<file path="src/rtl/rv_pipe_pkg.sv">
// Shared types for the RV32I pipeline stage registers.
package rv_pipe_pkg;

  typedef enum logic [1:0] {
    ST_EMPTY = 2'd0,
    ST_ONE   = 2'd1,
    ST_TWO   = 2'd2
  } pipe_state_t;

  localparam int PIPE_CNT_W_DEF = 16;

endpackage

</file>
<file path="src/rtl/pipe_data_reg.sv">
// Load-enabled payload register with synchronous reset to a configurable value.
module pipe_data_reg #(
  parameter int               WIDTH       = 32,
  parameter logic [WIDTH-1:0] RESET_VALUE = '0
) (
  input  logic             clk,
  input  logic             rst,
  input  logic             ld,
  input  logic [WIDTH-1:0] d,
  output logic [WIDTH-1:0] q
);

  always_ff @(posedge clk) begin
    if (rst)     q <= RESET_VALUE;
    else if (ld) q <= d;
  end

endmodule

</file>
<file path="src/rtl/pipe_stage_reg.sv">
// Pipeline stage register: valid/ready on both sides, 2-entry skid buffer, flush.
// Define PIPE_STAGE_STATS_EN to add the saturating stall_cnt output.
module pipe_stage_reg
  import rv_pipe_pkg::*;
#(
  parameter int               WIDTH       = 32,
  parameter logic [WIDTH-1:0] RESET_VALUE = '0,
  parameter int               CNT_W       = PIPE_CNT_W_DEF
) (
  input  logic             clk,
  input  logic             rst,
  input  logic             flush,
  input  logic             in_valid,
  output logic             in_ready,
  input  logic [WIDTH-1:0] in_data,
  output logic             out_valid,
  input  logic             out_ready,
  output logic [WIDTH-1:0] out_data
`ifdef PIPE_STAGE_STATS_EN
  ,
  output logic [CNT_W-1:0] stall_cnt
`endif
);

  pipe_state_t      state, state_nxt;
  logic             in_fire, out_fire;
  logic             main_ld, skid_ld;
  logic [WIDTH-1:0] main_d, skid_q;

  // Both handshake outputs decode the state register only, so out_ready
  // never reaches in_ready combinationally.
  assign out_valid = (state != ST_EMPTY);
  assign in_ready  = (state != ST_TWO);
  assign in_fire   = in_valid & in_ready;
  assign out_fire  = out_valid & out_ready;

  always_comb begin
    state_nxt = state;
    main_ld   = 1'b0;
    skid_ld   = 1'b0;
    main_d    = in_data;
    if (flush) begin
      state_nxt = ST_EMPTY;
    end else begin
      unique case (state)
        ST_EMPTY: begin
          if (in_fire) begin
            main_ld   = 1'b1;
            state_nxt = ST_ONE;
          end
        end
        ST_ONE: begin
          if (in_fire && out_fire) begin
            main_ld = 1'b1;
          end else if (in_fire) begin
            skid_ld   = 1'b1;
            state_nxt = ST_TWO;
          end else if (out_fire) begin
            state_nxt = ST_EMPTY;
          end
        end
        ST_TWO: begin
          if (out_fire) begin
            main_ld   = 1'b1;
            main_d    = skid_q;
            state_nxt = ST_ONE;
          end
        end
        default: state_nxt = ST_EMPTY;
      endcase
    end
  end

  always_ff @(posedge clk) begin
    if (rst) state <= ST_EMPTY;
    else     state <= state_nxt;
  end

  pipe_data_reg #(.WIDTH(WIDTH), .RESET_VALUE(RESET_VALUE)) u_main (
    .clk (clk),
    .rst (rst),
    .ld  (main_ld),
    .d   (main_d),
    .q   (out_data)
  );

  pipe_data_reg #(.WIDTH(WIDTH), .RESET_VALUE(RESET_VALUE)) u_skid (
    .clk (clk),
    .rst (rst),
    .ld  (skid_ld),
    .d   (in_data),
    .q   (skid_q)
  );

`ifdef PIPE_STAGE_STATS_EN
  // Counts stalled cycles across flushes; only reset clears it.
  always_ff @(posedge clk) begin
    if (rst)
      stall_cnt <= '0;
    else if (out_valid && !out_ready && (stall_cnt != {CNT_W{1'b1}}))
      stall_cnt <= stall_cnt + 1'b1;
  end
`endif

endmodule

</file>
<file path="config.mk">
export PLATFORM = sky130hd
export DESIGN_NAME = pipe_stage_reg
export DESIGN_NICKNAME = d
export VERILOG_FILES = /design/src/rtl/rv_pipe_pkg.sv /design/src/rtl/pipe_data_reg.sv /design/src/rtl/pipe_stage_reg.sv
export SDC_FILE = /design/constraint.sdc
export NUM_CORES = 1
export LEC_CHECK = 0
export ABC_AREA = 1
export BUFFER_PORTS_ARGS = -buffer_cell sky130_fd_sc_hd__buf_2
export CORE_UTILIZATION = 45
export DETAILED_ROUTE_END_ITERATION = 10
export HOLD_SLACK_MARGIN = 0.08
export PLACE_DENSITY = 0.78
export SLEW_MARGIN = 20
export SYNTH_ARGS = -nofsm -noshare
export SYNTH_HDL_FRONTEND = slang
export SYNTH_HIERARCHICAL = 1
export SYNTH_SLANG_ARGS = --single-unit
export TNS_END_PERCENT = 100
</file>
<file path="constraint.sdc">
create_clock -name clk -period 2.1 [get_ports clk]
set_input_delay 0.42 -clock clk [delete_from_list [all_inputs] [get_ports clk]]
set_output_delay 0.42 -clock clk [all_outputs]
set_load 0.05 [all_outputs]
</file>
==> run metrics <==
Detailed Route WL=6610 um; Post CTS Setup Buffer Count=0; Slew headroom=72.8%; core area=7290 um2; Worst R2R Setup Slack=0.61 ns; Post-Syn Nets=571; largest family of logic cells by synthesized area=simple AND/OR/NAND/NOR gates; Non-Filler Instances=699; EDFF count, synth=0; final number of hold-violating endpoints=0; worst path arrival time=1.21 ns; Worst Setup End Kind=output pin; dpl ws=0.481 ns; Die Width=89.3 um; layout cells sized above 1=21.3%; root buffer cell=clkbuf_8; Setup WS post-layout=0.469 ns; syn_area_per_cell=6.42 um2; setup TNS=0 ns; DRT antenna net count=0; Top-Level Pins=71; # diodes=0; clock skew=0.00987 ns; Top FF cell, synth=dfxtp_1; drt wl/cell=9.45 um; FP Rows=31; status=finished clean; number of global-route vias before repair=2669; die area=7970 um2; vias after detailed routing=3042; FF-to-FF Start=state[0]; Pre-antenna DRT Iters=4; Synth top cells by count=nand2_1 (166), nor2_1 (132), inv_1 (103); die height=89.3 um; Final Power=2.79 mW; RSZ-0062 raised after global routing=no; clk buf depth=2; beginning of the critical path=state[0]; worst hold slack=0.390 ns; Hold-fix buffers, CTS=0; global-route wire length before repair=11100 um; power per standard cell area=712 nW/um2; Max Cap Viol=0; Finished Cell Area=3920 um2; crit path time final=1.63 ns; Clk Latency, worst-skew pair=0.33 ns; final setup fails=0; mux contribution to synthesized area=0%; critical path type=reg -> out; final worst-path cycle share=77.7%; crit-path max FO=6; XOR/XNOR Fraction of Synth Area=0%; Fmax=613 MHz; largest net degree at the start of global routing=65; DRC viols=0; Overflow after GRT=0; hold path start=in_data[11]; post-synthesis sequential area ratio=38.6%; post-synthesis adder-cell area fraction=0%; Placed Cells=683; clock tree sinks=66; initial antenna violation count=0; Area after DPL=3740 um2; H-tree levels=3; Mapped Cells=534; area grow syn2layout=14.5%; Synth area leader=dfxtp_1; Hold Crit Class=in -> reg; synthesized area=3430 um2; cts bufs inserted=9; top area cells in the synthesized netlist=dfxtp_1 (39%), nand2_1 (18%), nor2_1 (14%); Core Util, Final=53.8%; Ys Warns=6; CTS clk-pin slew, worst paths=0.08 ns; max-slew violation count=0; Synth Area in Simple Gates=33.8%; count of cell types in the netlist=14; Nets=632; asr flop ratio synth=0%; Pleak=2.07 nW; GRT Util Overall=17.9%; most common cell in the synthesized netlist=nand2_1; Yosys top cell area share=38.6%; CTS tree=done; WP data required=1.68 ns; flop and latch count out of synthesis=66; DRT iter0 DRCs=113; Initial Util=47.0%; number of vias per cell=4.35; startpoint class of the critical path=flop; peak supply drop=292 uV; count of port buffers added during placement=70; Compound-Gate Fraction of Synth Area=8.77%; CTS resizes=0; HPWL after detailed placement=4480 um; RD Place Congestion=0.742; Worst-Margin Slew=0.404 ns
==> area by class of cell <==
class | instances | area, um2
Clock buffer | 12 | 155
Clock inverter | 4 | 26.3
Fill cell | 760 | 3370
Inverter | 104 | 390
Multi-Input combinational cell | 338 | 1470
Sequential cell | 66 | 1320
Tap cell | 99 | 124
Timing Repair Buffer | 76 | 433
==> cells in the final DEF, fill, tap and decap left out <==
| cell | count |
|---|---|
| buf_2 | 70 |
| nor2_1 | 130 |
| clkinv_4 | 1 |
| nor2_4 | 3 |
| a21oi_1 | 2 |
| nand4_1 | 1 |
| buf_4 | 3 |
| inv_1 | 103 |
| clkinvlp_4 | 1 |
| nand3_1 | 1 |
| clkbuf_8 | 11 |
| clkbuf_1 | 1 |
| clkinv_2 | 2 |
| nand3_4 | 1 |
| inv_2 | 1 |
| buf_12 | 3 |
| nand2_1 | 166 |
| o21ai_0 | 2 |
| dfxtp_1 | 66 |
| o21ai_2 | 32 |
==> worst paths after layout <==
| kind | cells past startpoint | end |
|---|---|---|
| hold reg to reg | 2 | u_main/q[16] |
| setup / recovery | 3 | out_valid |
| setup reg to reg | 7 | u_main/q[13] |
| hold / removal | 5 | u_skid/q[11] |
==> per-layer routing <==
metal,share of wire [%],up-vias,global-route usage [%]
met1,46,1349,20.1
met3,3.4,6,4.52
li1,-,1644,-
met5,0,-,0
met2,49,43,33.3
met4,0.83,0,5.19
==> cell families (layout without fill, tap and decap cells) <==
logic type | after synthesis | count (layout)
and+or+nand+nor | 302 | 302
DFF | 66 | 66
buffers and inverters | 130 | 196
AOI/OAI and AO/OA | 36 | 36
==> state kept, by name, summed over array words and instances, names as in the netlist <==
name	count
state	2
u_main/q	32
u_skid/q	32
==> critical path: stages, from the launching register on <==
cell and delay [ns]:
dfxtp_1 0.47, inv_1 0.06, nand2_1 0.09, buf_2 0.26
==> power by group <==
group	internal, mW	switching [mW]
clock network	0.492	0.474
registers	1.31	0.0295
logic	0.149	0.342
Power figures use the tool's default switching activity.
